==> config.mk <==
export PLATFORM = sky130hd
export DESIGN_NAME = u232c_rx_word
export DESIGN_NICKNAME = d
export VERILOG_FILES = /design/src/rtl/u232c_pkg.sv /design/src/rtl/u232c_rx_word_fifo.sv /design/src/rtl/u232c_rx_word.sv
export SDC_FILE = /design/constraint.sdc
export NUM_CORES = 1
export LEC_CHECK = 0
export CORE_MARGIN = 4
export CORE_UTILIZATION = 50
export DETAILED_ROUTE_END_ITERATION = 12
export PLACE_DENSITY = 0.73
export SLEW_MARGIN = 20
export SYNTH_ARGS = -nofsm -noshare
export SYNTH_HDL_FRONTEND = slang
export SYNTH_HIERARCHICAL = 1
export SYNTH_SLANG_ARGS = --single-unit
==> constraint.sdc <==
create_clock -name clk -period 3.5 [get_ports clk]
set_input_delay 0.7 -clock clk [delete_from_list [all_inputs] [get_ports clk]]
set_output_delay 0.7 -clock clk [all_outputs]
set_load 0.01 [all_outputs]
==> src/rtl/u232c_pkg.sv <==
// Shared types and constants for the u232c word receiver.
package u232c_pkg;

  typedef enum logic [2:0] {
    ST_ARM,
    ST_IDLE,
    ST_START,
    ST_DATA,
    ST_PAR,
    ST_STOP
  } rx_state_t;

  localparam logic [1:0] PAR_NONE = 2'd0;
  localparam logic [1:0] PAR_EVEN = 2'd1;
  localparam logic [1:0] PAR_ODD  = 2'd2;

  localparam int ERR_FRAME   = 0;
  localparam int ERR_PARITY  = 1;
  localparam int ERR_OVERRUN = 2;

  // True when the received parity bit disagrees with the configured mode.
  function automatic logic parity_fail(input logic [1:0] mode,
                                       input logic [7:0] data,
                                       input logic       pbit);
    logic odd_ones;
    odd_ones    = (^data) ^ pbit;
    parity_fail = 1'b0;
    if (mode == PAR_EVEN)
      parity_fail = odd_ones;
    else if (mode == PAR_ODD)
      parity_fail = ~odd_ones;
  endfunction

endpackage

==> src/rtl/u232c_rx_word_fifo.sv <==
// Small synchronous FIFO holding completed words; push and pop in the
// same cycle are both honoured, even when full.
module word_fifo #(
  parameter int WIDTH = 32,
  parameter int DEPTH = 4
) (
  input  logic             clk,
  input  logic             reset,
  input  logic             push,
  input  logic [WIDTH-1:0] push_data,
  input  logic             pop,
  output logic [WIDTH-1:0] head,
  output logic             full,
  output logic             empty
);

  localparam int AW = (DEPTH > 1) ? $clog2(DEPTH) : 1;
  localparam logic [AW:0] FULL_COUNT = (AW + 1)'(DEPTH);

  logic [WIDTH-1:0] mem [DEPTH];
  logic [AW-1:0]    wr_ptr;
  logic [AW-1:0]    rd_ptr;
  logic [AW:0]      count;
  logic             do_push;
  logic             do_pop;

  assign empty   = (count == '0);
  assign full    = (count == FULL_COUNT);
  assign do_pop  = pop && !empty;
  assign do_push = push && (!full || do_pop);
  assign head    = empty ? '0 : mem[rd_ptr];

  // Storage array; contents are only visible through head when non-empty.
  always_ff @(posedge clk) begin
    if (do_push)
      mem[wr_ptr] <= push_data;
  end

  // Pointer and occupancy bookkeeping.
  always_ff @(posedge clk) begin
    if (reset) begin
      wr_ptr <= '0;
      rd_ptr <= '0;
      count  <= '0;
    end else begin
      if (do_push)
        wr_ptr <= wr_ptr + AW'(1);
      if (do_pop)
        rd_ptr <= rd_ptr + AW'(1);
      case ({do_push, do_pop})
        2'b10:   count <= count + (AW + 1)'(1);
        2'b01:   count <= count - (AW + 1)'(1);
        default: count <= count;
      endcase
    end
  end

endmodule

==> src/rtl/u232c_rx_word.sv <==
// RS-232C receiver that assembles BYTES serial bytes (first byte most
// significant) into words and queues them in a valid/ready FIFO.
module u232c_rx_word
  import u232c_pkg::*;
#(
  parameter logic [15:0] WTIME        = 16'h0243,
  parameter int          BYTES        = 4,
  parameter int          DEPTH        = 4,
  parameter int          PARITY       = 0,
  parameter int          TIMEOUT_BITS = 20
) (
  input  logic               clk,
  input  logic               reset,
  input  logic               rx,
  output logic [7:0]         byte_data,
  output logic               byte_valid,
  output logic [8*BYTES-1:0] word_data,
  output logic               word_valid,
  input  logic               word_ready,
  output logic               err_frame,
  output logic               err_parity,
  output logic               err_overrun,
  output logic [2:0]         err_sticky
);

  localparam int          W        = 8 * BYTES;
  localparam logic [1:0]  PAR_MODE = 2'(PARITY);
  localparam logic [3:0]  LAST_IDX = 4'(BYTES - 1);
  localparam logic [31:0] TO_LIMIT = 32'(TIMEOUT_BITS) * 32'(WTIME);

  rx_state_t     state;
  logic          rx_meta;
  logic          rxs;
  logic [15:0]   cnt;
  logic [2:0]    bit_cnt;
  logic [7:0]    shreg;
  logic          par_bit;
  logic [3:0]    idx;
  logic [W-1:0]  asm_word;
  logic [31:0]   to_cnt;
  logic          word_push;
  logic          fifo_full;
  logic          fifo_empty;
  logic          fifo_pop;

  assign word_valid = !fifo_empty;
  assign fifo_pop   = word_valid && word_ready;

  // Two-flop synchronizer; resets low so ARM only leaves on a real high line.
  always_ff @(posedge clk) begin
    if (reset) begin
      rx_meta <= 1'b0;
      rxs     <= 1'b0;
    end else begin
      rx_meta <= rx;
      rxs     <= rx_meta;
    end
  end

  // Receiver FSM, byte assembler and inter-byte timeout.
  always_ff @(posedge clk) begin
    if (reset) begin
      state      <= ST_ARM;
      cnt        <= '0;
      bit_cnt    <= '0;
      shreg      <= '0;
      par_bit    <= 1'b0;
      idx        <= '0;
      asm_word   <= '0;
      to_cnt     <= '0;
      byte_data  <= '0;
      byte_valid <= 1'b0;
      err_frame  <= 1'b0;
      err_parity <= 1'b0;
      word_push  <= 1'b0;
    end else begin
      byte_valid <= 1'b0;
      err_frame  <= 1'b0;
      err_parity <= 1'b0;
      word_push  <= 1'b0;

      if (TIMEOUT_BITS != 0 && state == ST_IDLE && idx != '0) begin
        if (to_cnt == TO_LIMIT - 32'd1) begin
          idx      <= '0;
          asm_word <= '0;
          to_cnt   <= '0;
        end else begin
          to_cnt <= to_cnt + 32'd1;
        end
      end else begin
        to_cnt <= '0;
      end

      case (state)
        ST_ARM: begin
          if (rxs)
            state <= ST_IDLE;
        end

        ST_IDLE: begin
          if (!rxs) begin
            state <= ST_START;
            cnt   <= WTIME >> 1;
          end
        end

        ST_START: begin
          if (cnt == 16'd1) begin
            if (!rxs) begin
              state   <= ST_DATA;
              cnt     <= WTIME;
              bit_cnt <= '0;
            end else begin
              state <= ST_IDLE;
            end
          end else begin
            cnt <= cnt - 16'd1;
          end
        end

        ST_DATA: begin
          if (cnt == 16'd1) begin
            shreg   <= {rxs, shreg[7:1]};
            cnt     <= WTIME;
            bit_cnt <= bit_cnt + 3'd1;
            if (bit_cnt == 3'd7)
              state <= (PAR_MODE == PAR_NONE) ? ST_STOP : ST_PAR;
          end else begin
            cnt <= cnt - 16'd1;
          end
        end

        ST_PAR: begin
          if (cnt == 16'd1) begin
            par_bit <= rxs;
            cnt     <= WTIME;
            state   <= ST_STOP;
          end else begin
            cnt <= cnt - 16'd1;
          end
        end

        ST_STOP: begin
          if (cnt == 16'd1) begin
            if (!rxs) begin
              err_frame <= 1'b1;
              idx       <= '0;
              asm_word  <= '0;
              state     <= ST_ARM;
            end else if (parity_fail(PAR_MODE, shreg, par_bit)) begin
              err_parity <= 1'b1;
              idx        <= '0;
              asm_word   <= '0;
              state      <= ST_IDLE;
            end else begin
              byte_valid <= 1'b1;
              byte_data  <= shreg;
              asm_word   <= (asm_word << 8) | W'(shreg);
              if (idx == LAST_IDX) begin
                idx       <= '0;
                word_push <= 1'b1;
              end else begin
                idx <= idx + 4'd1;
              end
              state <= ST_IDLE;
            end
          end else begin
            cnt <= cnt - 16'd1;
          end
        end

        default: state <= ST_ARM;
      endcase
    end
  end

  // Overrun pulse when a completed word meets a full FIFO with no pop,
  // and sticky accumulation of all error pulses.
  always_ff @(posedge clk) begin
    if (reset) begin
      err_overrun <= 1'b0;
      err_sticky  <= '0;
    end else begin
      err_overrun              <= word_push && fifo_full && !fifo_pop;
      err_sticky[ERR_FRAME]    <= err_sticky[ERR_FRAME]   | err_frame;
      err_sticky[ERR_PARITY]   <= err_sticky[ERR_PARITY]  | err_parity;
      err_sticky[ERR_OVERRUN]  <= err_sticky[ERR_OVERRUN] | err_overrun;
    end
  end

  word_fifo #(
    .WIDTH (W),
    .DEPTH (DEPTH)
  ) u_fifo (
    .clk       (clk),
    .reset     (reset),
    .push      (word_push),
    .push_data (asm_word),
    .pop       (fifo_pop),
    .head      (word_data),
    .full      (fifo_full),
    .empty     (fifo_empty)
  );

endmodule

Word-level counts from Yosys, hierarchy flattened. Memories as Yosys holds them, arrays and structs flattened. A register that Yosys moved wholly into a read port is not among the register bits. Cells that the tools add are included.

$add $sub $neg: 8. Equal/unequal tests: 22. Mux-type cells: 40. Bitwise logic cells: 7. Reductions and logical operators: 25.

Operator list (count): 32-bit two-way mux (6); 16-bit two-way mux (5); 16-bit case mux with 4 select lines (1); 32-bit by 1-bit adder with 32-bit output, second input constant (1); 32-bit by 14-bit == test with 1-bit output, second input constant (1); 32-bit by 8-bit bitwise OR with 32-bit output (1); 3-bit two-way mux (10); 4-bit two-way mux (6); 2-bit != test, second input constant (9); 3-bit case mux with 6 select lines (1); 16-bit by 1-bit == test with 1-bit output, second input constant (1); 16-bit by 1-bit subtractor with 16-bit output, second input constant (1); 3-bit == test, second input constant (4); 3-bit case mux with 2 select lines (2); 4-bit AND reduction (2); 4-bit nonzero test (2); 7-bit AND reduction (1); 3-bit by 1-bit adder with 3-bit output, second input constant (2); 3-bit by 2-bit == test with 1-bit output, second input constant (2); 1-bit logical AND (6); 3-bit zero test (2); 1-bit two-way mux (6); 2-bit two-way mux (3); 3-bit OR reduction (2); 17 further kinds (25).

Register bits after elaboration: 121. Memory bits (writable): 128. Output and inout port bits: 48. Logic and storage cells: 121. Memories kept: 1.

Memory list: u_fifo.mem (words 4, width 32, rd ports 1, clocked after Yosys merged registers in 1, write ports 1, line u232c_rx_word_fifo.sv:20) `logic [WIDTH-1:0] mem [DEPTH];`.

Longest topological paths before layout.
Depth in word-level cells: 8. Depth in mapped cells: 13.

Modules after synthesis. Netlist, hierarchy kept.

By module, submodules not included: word_fifo (instances 1, cells each 257, area an instance 5449.0 um^2); u232c_rx_word (instances 1, cells each 543, area an instance 5033.6 um^2).

Least setup slack after synthesis. Ideal clock, no wire load.

Path kind: reg2reg. From: register u_fifo.count[0]. To: memory u_fifo.mem[0][0] (enable). Setup time: 0.392 ns. Arrival: 2.188 ns. Data required time: 3.108 ns. Slack: 0.920 ns. Cell stages (with the launch flop): 8. Path buffers: 2. Clock period less this slack: 2.580 ns. Cell sequence: dfxtp_1 -> nor3_1 -> buf_4 -> buf_4 -> nor2b_1 -> inv_1 -> a21boi_2 -> and2_1.

Longest elaborated chain between the ends: 8. Elaborated cells between the ends (all ways): 10. Those cells by class: 1 x eq/ne; 2 x mux; 7 x reduce/logical.

Ends and longest elaborated chain: start: declaration (line u232c_rx_word_fifo.sv:23) `logic [AW:0] count;`; start signal: assignment (line u232c_rx_word_fifo.sv:51) `2'b10: count <= count + (AW + 1)'(1);`; start signal: assignment (line u232c_rx_word_fifo.sv:52) `2'b01: count <= count - (AW + 1)'(1);`; start signal: assignment (line u232c_rx_word_fifo.sv:53) `default: count <= count;`; 3-bit zero test (line u232c_rx_word_fifo.sv:27) `assign empty = (count == '0);`; net fifo_empty (line u232c_rx_word.sv:43) `logic fifo_empty;`; 1-bit zero test (line u232c_rx_word.sv:46) `assign word_valid = !fifo_empty;`; 1-bit logical AND (line u232c_rx_word.sv:47) `assign fifo_pop = word_valid && word_ready;`; net fifo_pop (line u232c_rx_word.sv:44) `logic fifo_pop;`; 1-bit logical AND (line u232c_rx_word_fifo.sv:29) `assign do_pop = pop && !empty;`; 1-bit logical OR (line u232c_rx_word_fifo.sv:30) `assign do_push = push && (!full || do_pop);`; 1-bit logical AND (line u232c_rx_word_fifo.sv:30); 1-bit two-way mux (line u232c_rx_word_fifo.sv:35) `if (do_push)`; 1-bit two-way mux (implied by the code) (line u232c_rx_word_fifo.sv:36) `mem[wr_ptr] <= push_data;`; end: declaration (line u232c_rx_word_fifo.sv:20).

The timed path passes the listed nets, and every way through them passes these cells.

==> results.md <==
- Initial antenna violation count: 0
- Clock power share: 0.386
- Post-CTS sizing: 0
- Syn-to-layout area delta: 15.3%
- Sequential cell area: 0.00631 sq mm
- Clk Latency, worst-skew pair: 0.53 ns
- Initial Util: 0.513
- Worst Hold Class: reg2reg
- Vias per cell: 5.61
- Pin slew with the least headroom to its limit: roughly 0.9 ns
- Outcome: finished clean
- Slowest stage delay, CP: 0.61 ns
- Die width: 153 um
- Layout cells sized above 1: 0.144
- Yosys cell types: 75
- Critical path required time: 2.80 ns
- Final hold slack: ~0.43 ns
- Post-Syn Area per Cell: 13.1 sq um
- Seq/Total Area, Yosys: 0.602
- Post-CTS Setup Bufs: 0
- Final setup TNS: 0 ns
- Clock Skew: roughly 0.015 ns
- Num rows: 52
- First-pass GRT wire length: between 30000 and 40000 um
- Reg2Reg Setup Slack: 0.91 ns
- # IOs: 52
- Wire length per cell: 17.2 um
- Setup violations, final: 0
- Final min period: 3.29 ns
- GR Overflow Total: 0
- Worst r2r src: cnt[0]$_SDFFE_PP0P_
- Placer Congestion: 0.833
- Maximum clock path buffer count: 3
- Critical path endpoint category: output port
- Post-synth top cells: edfxtp_1, dfxtp_1, nor2_1, a22o_1, mux4_2
- Die Y: 153 um
- Hold EP: rxs$_SDFF_PP0_
- IO Port Bufs: 49
- Drt pass-1 iters: 5
- Synth area leader: edfxtp_1
- Top cell type's share of synthesized area: 0.367
- Nets: about 860
- MaxCap Viol Count: 0
- CP Cell Sequence: buf_12 > mux4_2 > nor2b_1 > clkdlybuf4s50_1
- Post-synth EDFFs: 128
- Crit path arrival time: 2.59 ns
- Setup crit start kind: flop
- Fill cells: 1608
- ANT nets after route: 0
- CTS clock-pin slew for the worst setup and hold paths: 0.06 ns
- Switching Share: 0.275
- Ys Warns: 6
- CTS H-tree depth: 1
- Largest net degree at the start of global routing: 37
- Reg2Reg Depth: 7
- Sequential fraction of design power: 0.443
- Most common cell in the netlist: edfxtp_1
- Post-synth ARST share: 0
- PD cells: 616 mW/mm^2
- Final max-slew violation count: 0
- RSZ-0062 raised after global routing: no
- WS Path Type: reg2out
- Routed WL: 19600 um
- Die area: 0.0233 sq mm
- Crit Path Max Fanout: 22
- Lkg Pwr: 4.04 nW
- Slew HR: 0.396
- P_int: 5.39 mW
- Slowest-stage cell, CP: dfxtp_2
- Peak supply drop: 514 uV
- Syn Std Cell Area: around 0.010 sq mm
- Combinational power share: 0.171
- Setup ws final: 0.213 ns
- Multi-input logic area: 0.00381 sq mm
- CP bufs+invs: 2
- Largest cells by area after synthesis: edfxtp_1, dfxtp_1, mux4_2
- Overall Global Routing Usage: 0.167
- HPWL Detailed: about 12000 um
- WHS Path Cells: 1
- Ys flop type: edfxtp_1
- Max Fclk: 0.304 GHz
- CTS tree: built
- Cts hold-fix bufs: 0
- Root Buffer: clkbuf_16
- Core Footprint: 0.0204 sq mm
- Vias: approximately 6400
- Vias in the first global route: 6371
- #FFs+latches synth: about 250
- Crit share post-route: 0.939
- Fin area: 0.0121 sq mm
- Drt first-iter violations: 330
- Cell Area, Placed: 0.0112 sq mm
- Cells after Synth: 800
- Antenna diodes: 0
- DRC violations left: 0
- CTS Sinks: 251
- CTS Buf Count: 25
- Largest delay share family, worst path: buffers and inverters
- Pre-CTS setup slack: 0.594 ns
- Min-Delay Startpoint: rx_meta$_SDFF_PP0_
- Reg-to-Reg End: cnt[2]$_SDFFE_PP0P_
- Net Switching: 2.05 mW
- Final hold vios: 0
-- per-layer routing --
| layer | part of all wire | GRT usage | vias to the layer above | wire (um) |
|---|---|---|---|---|
| li1 | - | - | 3088 | - |
| met1 | 0.44 | 0.224 | 3111 | 8570 |
| met2 | 0.49 | 0.286 | 148 | 9650 |
| met3 | 0.048 | 0.0284 | 28 | 943 |
| met4 | 0.020 | 0.0420 | 0 | 401 |
| met5 | 0 | 0 | - | 0 |
-- registers in the layout, summed over array words and instances, names as in the netlist, named ones only --
name,count
byte_valid,1
asm_word,32
err_frame,1
err_overrun,1
rxs,1
cnt,16
shreg,8
byte_data,8
u_fifo/mem,128
u_fifo/count,3
state,3
u_fifo/wr_ptr,2
rx_meta,1
bit_cnt,3
u_fifo/rd_ptr,2
idx,4
word_push,1
err_sticky,2
to_cnt,32
-- cell type report --
type / instances / area share
inverter: 22 / 0.00683
timing repair buffer: 67 / 0.0534
clock buffer: 27 / 0.0524
clock inverter: 19 / 0.0224
multi-input combinational: 480 / 0.315
tap: 270 / 0.0279
sequential: 251 / 0.522
-- power by group through the flow --
| stage | logic, mW | clock network, mW | registers [mW] |
|---|---|---|---|
| global placement | 1.24 | 0 | 3.35 |
| finish | 1.27 | 2.88 | 3.30 |
| CTS | 1.26 | 2.93 | 3.29 |
| floorplan | 1.06 | 0 | 3.30 |
| detailed placement | 1.26 | 0 | 3.36 |
| global route | 1.42 | 3.07 | 3.31 |
-- placed cells by master, fill, tap and decap left out, types with 16 or more instances in the layout --
cell type,instances
edfxtp_1,128
nor3_1,23
a21oi_1,28
nand3_1,16
buf_4,16
xnor2_1,24
clkbuf_16,25
mux4_2,32
nor2_1,80
clkdlybuf4s50_1,48
mux2i_1,17
dfxtp_1,122
nand2_1,24
inv_1,22
a22o_1,33
nor2b_1,29
-- worst register-to-register path: stages (launching register included) --
cell and delay (ns):
dfxtp_1 0.45, ha_1 0.19, nor2b_1 0.27, nand4b_4 0.23, o41ai_4 0.89, buf_4 0.26, or4_1 0.11, a21oi_1 0.06
-- stage by stage --
stage,util,std cells,total power [mW]
5_1_grt,0.592,1136,7.80
6_report,0.592,1136,7.44
3_3_place_gp,0.548,1090,4.59
4_1_cts,0.592,1136,7.49
2_1_floorplan,-,801,4.36
3_5_place_dp,0.548,1090,4.62
-- worst max-delay path by stage --
stage | start | to | slack (ns) | cells past startpoint
floorplan | u_fifo/count[0]$_SDFFE_PP0P_ | u_fifo/mem[0][0]$_DFFE_PP_ | 0.92 | 7
global placement | word_ready | u_fifo/count[2]$_SDFFE_PP0P_ | 0.66 | 10
detailed placement | word_ready | u_fifo/count[2]$_SDFFE_PP0P_ | 0.59 | 10
CTS | flop | word_data[13] | 0.14 | 4
global route | flop | word_data[21] | 0.04 | 4
finish | flop | word_data[21] | 0.21 | 4
-- cell families (layout without fill, tap and decap cells) --
group,count (synthesis),in the layout,share of synthesized area
other cells,1,2,0.000358
mux,50,50,0.0861
buf+inv,70,135,0.0365
fa+ha+maj,13,13,0.0162
simple gates,266,266,0.148
xor+xnor,32,32,0.0267
compound gates,117,117,0.0844
flops,251,251,0.602
No activity file was read; power rests on OpenSTA's default activity.
